$ cat src/rtl/dispatch_arbiter_if.sv
// Handshake bundle between the instruction source, the dispatcher
// and the per-core FIFO consumers.
interface dispatch_arbiter_if #(
    parameter int NUM_CORES = 2,
    parameter int DEPTH     = 8
);
    localparam int CW = $clog2(DEPTH) + 1;

    logic [31:0]             instr_in;
    logic                    instr_valid;
    logic                    instr_ready;
    logic [NUM_CORES*32-1:0] fifo_out;
    logic [NUM_CORES-1:0]    fifo_valid;
    logic [NUM_CORES-1:0]    fifo_ready;
    logic [NUM_CORES*CW-1:0] fifo_count;
    logic                    stall_hazard;

    modport master (
        output instr_in, instr_valid, fifo_ready,
        input  instr_ready, fifo_out, fifo_valid,
        input  fifo_count, stall_hazard
    );

    modport slave (
        input  instr_in, instr_valid, fifo_ready,
        output instr_ready, fifo_out, fifo_valid,
        output fifo_count, stall_hazard
    );
endinterface

$ cat src/rtl/dispatch_arbiter.sv
// Hazard-aware dispatcher: steers one instruction stream into
// NUM_CORES show-ahead FIFOs, co-locating dependent instructions.
module dispatch_arbiter #(
    parameter int NUM_CORES = 2,
    parameter int DEPTH     = 8
) (
    input  logic clk,
    input  logic reset,
    dispatch_arbiter_if.slave bus
);
    localparam int AW = $clog2(DEPTH);
    localparam int CW = AW + 1;
    localparam int IW = $clog2(NUM_CORES);

    logic [31:0]          mem    [NUM_CORES][DEPTH];
    logic [AW-1:0]        rd_ptr [NUM_CORES];
    logic [AW-1:0]        wr_ptr [NUM_CORES];
    logic [CW-1:0]        cnt    [NUM_CORES];
    logic [IW-1:0]        rr_ptr;

    logic [NUM_CORES-1:0] full;
    logic [NUM_CORES-1:0] conf;
    logic [NUM_CORES-1:0] push;
    logic [NUM_CORES-1:0] pop;
    logic [2:0]           n_conf;
    logic [IW-1:0]        tgt;
    logic                 has_tgt;
    logic                 rr_sel;
    logic                 rdy;
    logic                 accept;
    logic                 unused_bits;

    assign unused_bits = ^{bus.instr_in[31:28], bus.instr_in[26],
                           bus.instr_in[24]};

    // Register-level dependency between incoming word i and queued word e.
    function automatic logic hazard(input logic [31:0] i,
                                    input logic [31:0] e);
        logic i_src, i_dst, e_src, e_dst;
        i_src = !i[23];
        i_dst = !i[22];
        e_src = !e[23];
        e_dst = !e[22];
        return (i_src && e_dst && i[10:0]  == e[21:11]) ||
               (i_dst && e_src && i[21:11] == e[10:0])  ||
               (i_dst && e_dst && i[21:11] == e[21:11]);
    endfunction

    // Distance of slot k from the head, modulo DEPTH.
    function automatic logic [AW-1:0] slot_off(input logic [AW-1:0] k,
                                               input logic [AW-1:0] r);
        return k - r;
    endfunction

    // Scan only live slots of every FIFO for conflicts with instr_in.
    always_comb begin
        conf   = '0;
        full   = '0;
        n_conf = '0;
        for (int c = 0; c < NUM_CORES; c++) begin
            full[c] = (cnt[c] == CW'(DEPTH));
            for (int k = 0; k < DEPTH; k++) begin
                if ({1'b0, slot_off(AW'(k), rd_ptr[c])} < cnt[c] &&
                    hazard(bus.instr_in, mem[c][k]))
                    conf[c] = 1'b1;
            end
            n_conf = n_conf + 3'(conf[c]);
        end
    end

    // Target selection: forced, single conflict, stall, else round-robin.
    always_comb begin
        tgt     = '0;
        has_tgt = 1'b0;
        rr_sel  = 1'b0;
        if (bus.instr_in[27]) begin
            tgt = bus.instr_in[25 +: IW];
            for (int c = 0; c < NUM_CORES; c++)
                if (IW'(c) == tgt)
                    has_tgt = 1'b1;
        end else if (n_conf == 3'd1) begin
            for (int c = 0; c < NUM_CORES; c++) begin
                if (conf[c]) begin
                    tgt     = IW'(c);
                    has_tgt = 1'b1;
                end
            end
        end else if (n_conf == 3'd0) begin
            rr_sel = 1'b1;
            for (int k = NUM_CORES - 1; k >= 0; k--) begin
                if (!full[(int'(rr_ptr) + k) % NUM_CORES]) begin
                    tgt     = IW'((int'(rr_ptr) + k) % NUM_CORES);
                    has_tgt = 1'b1;
                end
            end
        end
        rdy = !reset && has_tgt && !full[tgt];
    end

    assign accept           = bus.instr_valid && rdy;
    assign bus.instr_ready  = rdy;
    assign bus.stall_hazard = !reset && bus.instr_valid &&
                              !bus.instr_in[27] && (n_conf >= 3'd2);

    // Per-FIFO push/pop strobes and show-ahead outputs.
    always_comb begin
        push           = '0;
        pop            = '0;
        bus.fifo_valid = '0;
        bus.fifo_out   = '0;
        bus.fifo_count = '0;
        for (int c = 0; c < NUM_CORES; c++) begin
            push[c]              = accept && (tgt == IW'(c));
            pop[c]               = (cnt[c] != '0) && bus.fifo_ready[c];
            bus.fifo_valid[c]    = (cnt[c] != '0);
            bus.fifo_count[c*CW +: CW] = cnt[c];
            if (cnt[c] != '0)
                bus.fifo_out[c*32 +: 32] = mem[c][rd_ptr[c]];
        end
    end

    // Storage write; push is already blocked while reset is high.
    always_ff @(posedge clk) begin
        for (int c = 0; c < NUM_CORES; c++)
            if (push[c])
                mem[c][wr_ptr[c]] <= bus.instr_in;
    end

    // Pointers, occupancy and round-robin state.
    always_ff @(posedge clk) begin
        if (reset) begin
            rr_ptr <= '0;
            for (int c = 0; c < NUM_CORES; c++) begin
                rd_ptr[c] <= '0;
                wr_ptr[c] <= '0;
                cnt[c]    <= '0;
            end
        end else begin
            if (accept && rr_sel)
                rr_ptr <= IW'((int'(tgt) + 1) % NUM_CORES);
            for (int c = 0; c < NUM_CORES; c++) begin
                if (push[c])
                    wr_ptr[c] <= wr_ptr[c] + 1'b1;
                if (pop[c])
                    rd_ptr[c] <= rd_ptr[c] + 1'b1;
                if (push[c] && !pop[c])
                    cnt[c] <= cnt[c] + 1'b1;
                else if (pop[c] && !push[c])
                    cnt[c] <= cnt[c] - 1'b1;
            end
        end
    end
endmodule

$ cat src/flat_wrapper.sv
// flat-port wrapper written by rule: the top's interface ports become plain ports
module dispatch_arbiter_flat 
#(
    parameter int NUM_CORES = 2,
    parameter int DEPTH     = 8
)
  (clk, reset, bus_instr_in, bus_instr_valid, bus_fifo_ready, bus_instr_ready, bus_fifo_out, bus_fifo_valid, bus_fifo_count, bus_stall_hazard);
  dispatch_arbiter_if #(.NUM_CORES(NUM_CORES), .DEPTH(DEPTH)) bus_i ();
  input  logic clk;
  input  logic reset;
  input wire logic [$bits(bus_i.instr_in)-1:0] bus_instr_in;
  input wire logic [$bits(bus_i.instr_valid)-1:0] bus_instr_valid;
  input wire logic [$bits(bus_i.fifo_ready)-1:0] bus_fifo_ready;
  output wire logic [$bits(bus_i.instr_ready)-1:0] bus_instr_ready;
  output wire logic [$bits(bus_i.fifo_out)-1:0] bus_fifo_out;
  output wire logic [$bits(bus_i.fifo_valid)-1:0] bus_fifo_valid;
  output wire logic [$bits(bus_i.fifo_count)-1:0] bus_fifo_count;
  output wire logic [$bits(bus_i.stall_hazard)-1:0] bus_stall_hazard;
  assign bus_i.instr_in = bus_instr_in;
  assign bus_i.instr_valid = bus_instr_valid;
  assign bus_i.fifo_ready = bus_fifo_ready;
  assign bus_instr_ready = bus_i.instr_ready;
  assign bus_fifo_out = bus_i.fifo_out;
  assign bus_fifo_valid = bus_i.fifo_valid;
  assign bus_fifo_count = bus_i.fifo_count;
  assign bus_stall_hazard = bus_i.stall_hazard;
  dispatch_arbiter #(.NUM_CORES(NUM_CORES), .DEPTH(DEPTH)) u_core (.clk(clk), .reset(reset), .bus(bus_i));
endmodule
$ cat config.mk
export PLATFORM = sky130hd
export DESIGN_NAME = dispatch_arbiter_flat
export DESIGN_NICKNAME = d
export VERILOG_FILES = /design/src/rtl/dispatch_arbiter_if.sv /design/src/rtl/dispatch_arbiter.sv /design/src/flat_wrapper.sv
export SDC_FILE = /design/constraint.sdc
export NUM_CORES = 1
export LEC_CHECK = 0
export CELL_PAD_IN_SITES_DETAIL_PLACEMENT = 1
export CELL_PAD_IN_SITES_GLOBAL_PLACEMENT = 1
export CORE_MARGIN = 2
export CORE_UTILIZATION = 35
export DETAILED_ROUTE_END_ITERATION = 8
export PLACE_DENSITY = 0.67
export SLEW_MARGIN = 10
export SYNTH_ARGS = -nofsm -noshare
export SYNTH_HDL_FRONTEND = slang
export SYNTH_SLANG_ARGS = --single-unit
export TNS_END_PERCENT = 5
$ cat constraint.sdc
create_clock -name clk -period 19.3 [get_ports clk]
set_clock_uncertainty 0.15 [all_clocks]
set_input_delay 2.895 -clock clk [delete_from_list [all_inputs] [get_ports clk]]
set_output_delay 2.895 -clock clk [all_outputs]
set_load 0.005 [all_outputs]
After elaboration in Yosys (flattened, before gate mapping)
Memory sizes are Yosys's and may differ from the RTL's. Cells that the tools add are included.

Logic and storage cells: 421. Register bits: 1. Output and inout bits: 76. Memories kept: 4. RAM bits: 532.

Memories: u_core.mem (depth 2, bits a word 256, rd ports 2, clocked after memory_dff 0, wr ports 1, line dispatch_arbiter.sv:15) `logic [31:0] mem [NUM_CORES][DEPTH];`; u_core.cnt (depth 2, bits a word 4, rd ports 2, clocked after memory_dff 0, wr ports 2, line dispatch_arbiter.sv:18) `logic [CW-1:0] cnt [NUM_CORES];`; u_core.rd_ptr (depth 2, bits a word 3, rd ports 2, clocked after memory_dff 0, wr ports 2, line dispatch_arbiter.sv:16) `logic [AW-1:0] rd_ptr [NUM_CORES];`; u_core.wr_ptr (depth 2, bits a word 3, rd ports 2, clocked after memory_dff 0, wr ports 2, line dispatch_arbiter.sv:17) `logic [AW-1:0] wr_ptr [NUM_CORES];`.

$add $sub $neg: 27. Equal/unequal tests: 51. $lt $le $gt $ge: 26. Reduce and logical (&&, ||, !) cells: 206. Bitwise gates (word level): 14. Mux-type cells: 92.

Operators with widths (number): two-way mux 256 bit (4); equality test 11 bit (48); two-way mux 32 bit (8); OR reduction 256 bit (1); binary-select mux 32 bit (select 3 bit) (2); demux 32 bit (select 3 bit) (2); logical AND 1 bit (129); two-way mux 1 bit (68); < comparator 3 x 4 -> 1 bit (16); logical NOT 1 bit (41); logical OR 1 bit (32); subtractor 3 bit, first input constant (8); greater-or-equal comparator 4 bit, second input constant (4); two-way mux 4 bit (4); inverter 3 -> 4 bit (4); adder 3 x 1 -> 3 bit, second input constant (4); two-way mux 3 bit (4); subtractor 1 x 3 -> 3 bit, first input constant (4); subtractor 2 x 3 -> 3 bit, first input constant (4); adder 4 x 1 -> 4 bit, second input constant (2); equality test 4 bit, second input constant (2); < comparator 4 x 1 -> 1 bit, second input constant (2); OR 1 bit (8); nonzero test 4 bit (2); 10 further kinds (13).

Longest topological paths before layout
An unclocked memory read counts as a cell.

Depth in word-level cells: 33. Mapped depth: 27. Mapped depth without buffers: 24.

Worst setup path after synthesis
No wires, ideal clock.

Path kind: input to register. Start point: in bus_instr_in[11]. End point: mem u_core.mem[0][352] in the netlist's numbering, enable pin. Stages: 14. Data arrival time: 9.075 ns. Buffers on the path: 2. Path slack: 9.562 ns. Cell sequence: buf_2 buf_4 xor2_1 nor4_1 nand3_1 a311oi_1 a2111oi_4 nand4_4 inv_1 ha_1 or4_1 nor3_2 o21ai_2 nor4b_1.

Longest elaborated chain between the ends: 28. Elaborated cells between the ends (all ways): 156. Classes of those cells: 1 x add/sub; 33 x eq/ne; 33 x mux; 1 x bitwise; 88 x reduce/logical.

Ends and longest elaborated chain: start: declaration (line flat_wrapper.sv:11) `input wire logic [$bits(bus_i.instr_in)-1:0] bus_instr_in;`; equality test 11 bit (line dispatch_arbiter.sv:45) `(i_dst && e_src && i[21:11] == e[10:0]) ||`; logical AND 1 bit (line dispatch_arbiter.sv:45); logical OR 1 bit (line dispatch_arbiter.sv:44) `return (i_src && e_dst && i[10:0] == e[21:11]) ||`; logical OR 1 bit (line dispatch_arbiter.sv:45); logical AND 1 bit (line dispatch_arbiter.sv:63) `if ({1'b0, slot_off(AW'(k), rd_ptr[c])} < cnt[c] &&`; two-way mux 1 bit (8 in a row) (line dispatch_arbiter.sv:63); adder 1 x 1 -> 2 bit (line dispatch_arbiter.sv:67) `n_conf = n_conf + 3'(conf[c]);`; logical NOT 3 bit (line dispatch_arbiter.sv:88) `end else if (n_conf == 3'd0) begin`; (+5 left out); logical NOT 1 bit (line dispatch_arbiter.sv:97) `rdy = !reset && has_tgt && !full[tgt];`; logical AND 1 bit (line dispatch_arbiter.sv:97); logical AND 1 bit (line dispatch_arbiter.sv:100) `assign accept = bus.instr_valid && rdy;`; logical AND 1 bit (line dispatch_arbiter.sv:113) `push[c] = accept && (tgt == IW'(c));`; two-way mux 1 bit (line dispatch_arbiter.sv:125) `if (push[c])`; two-way mux 256 bit (implied by the code) (line dispatch_arbiter.sv:126) `mem[c][wr_ptr[c]] <= bus.instr_in;`; OR reduction 256 bit (no line); two-way mux 1 bit (no line) or two-way mux 256 bit (tied branches); end: declaration (line dispatch_arbiter.sv:15).

Parallel ways exist; a longest one is shown, timed or not. The select of a mux whose other input is x is not followed.

Worst setup path in the final report
Start point: in bus_instr_in[2]. End point: out bus_instr_ready.

Longest elaborated chain between the ends: 22. Elaborated cells between the ends (all ways): 113. Classes of those cells: 1 x add/sub; 17 x eq/ne; 27 x mux; 68 x reduce/logical.

Ends and longest elaborated chain: equality test 11 bit (line dispatch_arbiter.sv:44); logical AND 1 bit (line dispatch_arbiter.sv:44); logical OR 1 bit (line dispatch_arbiter.sv:44); logical OR 1 bit (line dispatch_arbiter.sv:45); logical AND 1 bit (line dispatch_arbiter.sv:63); two-way mux 1 bit (8 in a row) (line dispatch_arbiter.sv:63); adder 1 x 1 -> 2 bit (line dispatch_arbiter.sv:67); logical NOT 3 bit (line dispatch_arbiter.sv:88); two-way mux 1 bit (line dispatch_arbiter.sv:88); two-way mux 1 bit (line dispatch_arbiter.sv:81) `end else if (n_conf == 3'd1) begin`; two-way mux 1 bit (line dispatch_arbiter.sv:76) `if (bus.instr_in[27]) begin`; two-way mux 1 bit (implied by the code) (2 in a row) (line dispatch_arbiter.sv:97); logical NOT 1 bit (line dispatch_arbiter.sv:97); logical AND 1 bit (*) (line dispatch_arbiter.sv:97); end: declaration (line flat_wrapper.sv:14) `output wire logic [$bits(bus_i.instr_ready)-1:0] bus_instr_ready;`.

Every way passes the cells marked *; elsewhere a longest branch is shown, timed or not. The select of a mux whose other input is x is not followed.

==> reports/metrics.csv <==
metric;value;unit
setup bufs post-CTS;0;
starting DRC count in detailed routing;1784;
Critical Path Source Type;input pin;
Post-synth EDFFs;532;
Via density;5.609;
post-DR wirelength/cell;28.87;um
Mapped Area;0.02829;mm2
first-pass GRT wire length;135.3;mm
largest net degree at the start of global routing;70;
Die Area;0.08313;mm2
routed vias;18022;
minimum clock period;10790;ps
DR DRC count;0;
total congestion overflow;0;
MaxCap Viol Count;0;
adder-cell share of the synthesized area;1.663;%
Synth Area in Compound Gates;3.286;%
most frequent cells in the layout;edfxtp_1 (532), xor2_1 (443), nand2_1 (155);
TNS Setup;0;ps
Ys Warns;0;
Initial Util;35.24;%
Layout area overhead;14.21;%
Simple-Gate Fraction of Synth Area;8.221;%
Synth Area in XOR/XNOR;16.69;%
ANT cells;0;
core area;0.08029;mm2
CTS tree;done;
dpl cell area;0.03037;mm2
Cells after DPL;3108;
first-pass detailed-route iteration total;5;
Synth Instances;2009;
Hold Buf Count CTS;0;
drt total wl;92.76;mm
die height;288.3;um
total CTS buffers;57;
worst hold path class;register to register;
Die Wd;288.3;um
peak supply drop;70.12;uV
root buffer cell;clkbuf_16;
row count;104;
CTS H-tree lvls;2;
FF+latch count, synth;533;
Hold Vio Cnt, Final;0;
GP Congestion;0.9188;
Final period util;55.90;%
top_reg_cell synth;edfxtp_1;
outcome;finished, final reports clean;
clk slew on worst S/H paths;60;ps
Total GRT Usage;22.28;%
fmax;92.69;MHz
post-synth cell types;65;
data arrival time of the critical path;7740;ps
share of cells above drive strength 1;14.72;%
WS Path Type;input pin to primary output;
Crit Path Max Fanout;32;
normalized max-slew margin;19.78;%
number of fill cells;8153;
post-synthesis mux area share;10.41;%
Post-Syn Nets;2083;
dpl hpwl;58.31;mm
reg-to-reg setup timing slack;12540;ps
Avg Cell Area, Syn;14.08;um2
final setup fails;0;
share of flip-flops with an asynchronous set or reset;0;%
IO Pins;113;
Leak;0.01071;uW
vias in the first global route;19098;
Design Area, Final;0.03231;mm2
Clk Latency, worst-skew pair;650;ps
CP Data Required Time;16260;ps
leading cell type in the layout, fill and taps excluded;edfxtp_1;
Slew Limit Fails;0;
Layout Cells excl Fill;3213;
Setup crit end kind;primary output;
Pwr Density;111.7;mW/mm2
Final #Nets;2181;
post-route ant nets;0;
PostCTS Resize Cnt;0;
antenna violations before repair;4;
IO Port Bufs;112;
RSZ-0062 raised after global routing;no;
worst-case clock buffer depth;3;
largest family of logic cells by synthesized area;XOR/XNOR gates;
post-synthesis sequential area ratio;56.54;%
CTS sink cnt;533;
worst-margin pin slew;1203;ps
-- kinds of logic after synthesis --
| group | after synthesis |
|---|---|
| AO/OA/AOI/OAI | 148 |
| XOR/XNOR | 539 |
| adder cells (fa/ha/maj) | 37 |
| buffers and inverters | 163 |
| flip-flops | 533 |
| multiplexers | 134 |
| AND/OR/NAND/NOR | 455 |
-- critical path, cell delays in order --
cell             delay, ps
buf_2                  820
xnor2_1                230
nand4_1                180
nor3_1                 590
a31oi_1                230
o221a_2                300
nand4_2                200
inv_1                   80
ha_1                   370
or4_1                  580
nor3_2                 240
o21ai_1                270
nor2_1                 200
clkdlybuf4s50_1        540
-- cell usage after synthesis (34+ instances only) --
master	number	area, um2
a21oi_1	88	440.4
buf_4	41	307.8
edfxtp_1	532	15980
ha_1	36	450.4
inv_1	36	135.1
mux4_2	128	2883
nand2_1	155	581.8
nand3_1	36	180.2
nand4_1	34	212.7
nor2_1	48	180.2
nor4_1	114	713.2
xnor2_1	96	840.8
xor2_1	443	3880
-- registers in the layout, indices dropped and copies added (netlist names) --
| signal | flops |
|---|---|
| u_core.cnt | 8 |
| u_core.mem | 512 |
| u_core.rd_ptr | 6 |
| u_core.rr_ptr | 1 |
| u_core.wr_ptr | 6 |
-- routing by layer --
layer  vias to the layer above  global-route usage [%]  wire [um]
li1                       7695                       -          -
met4                         6                   6.528       2634
met3                       159                   3.499       5600
met5                         -                       0         39
met1                      9518                   30.50      39680
met2                       644                   36.65      44800
-- metrics by stage --
step | util (%) | setup slack [ps] | total power [uW] | hold WS [ps]
6_report | 40.25 | 8511 | 3609 | 320.5
5_1_grt | 40.25 | 8377 | 3753 | 350.1
4_1_cts | 40.25 | 8574 | 3638 | 328.0
3_5_place_dp | 37.82 | 8566 | 2474 | 315.7
3_3_place_gp | 37.82 | 8663 | 2449 | 300.4
2_1_floorplan | - | 9562 | 1961 | 288.5
-- final timing paths --
check | startpoint | end | cells past startpoint
max | bus_instr_in[2] | bus_instr_ready | 14
min | u_core.rr_ptr$_SDFFE_PP0P_ | u_core.rr_ptr$_SDFFE_PP0P_ | 2
max reg2reg | u_core.rd_ptr[0][4]$_SDFFCE_PN0P_ | u_core.cnt[0][3]$_SDFFCE_PN0P_ | 24
min reg2reg | u_core.rr_ptr$_SDFFE_PP0P_ | u_core.rr_ptr$_SDFFE_PP0P_ | 2
-- report_power, final --
part | total, uW | switching, uW | internal [uW]
Clock | 1160 | 487 | 676
Sequential | 1350 | 40.6 | 1310
Combinational | 1090 | 633 | 459
Total | 3610 | 1160 | 2450
-- area by class of cell --
class,instances,area [um2],area share [%]
Clock buffer,65,1456,4.507
Clock inverter,40,489.2,1.514
Sequential cell,533,16000,49.50
Tap cell,1060,1326,4.104
Multi-Input combinational cell,1313,11500,35.60
Inverter,37,138.9,0.4298
Timing Repair Buffer,165,1404,4.344
Note: power is estimated with default switching activity, not from simulation.
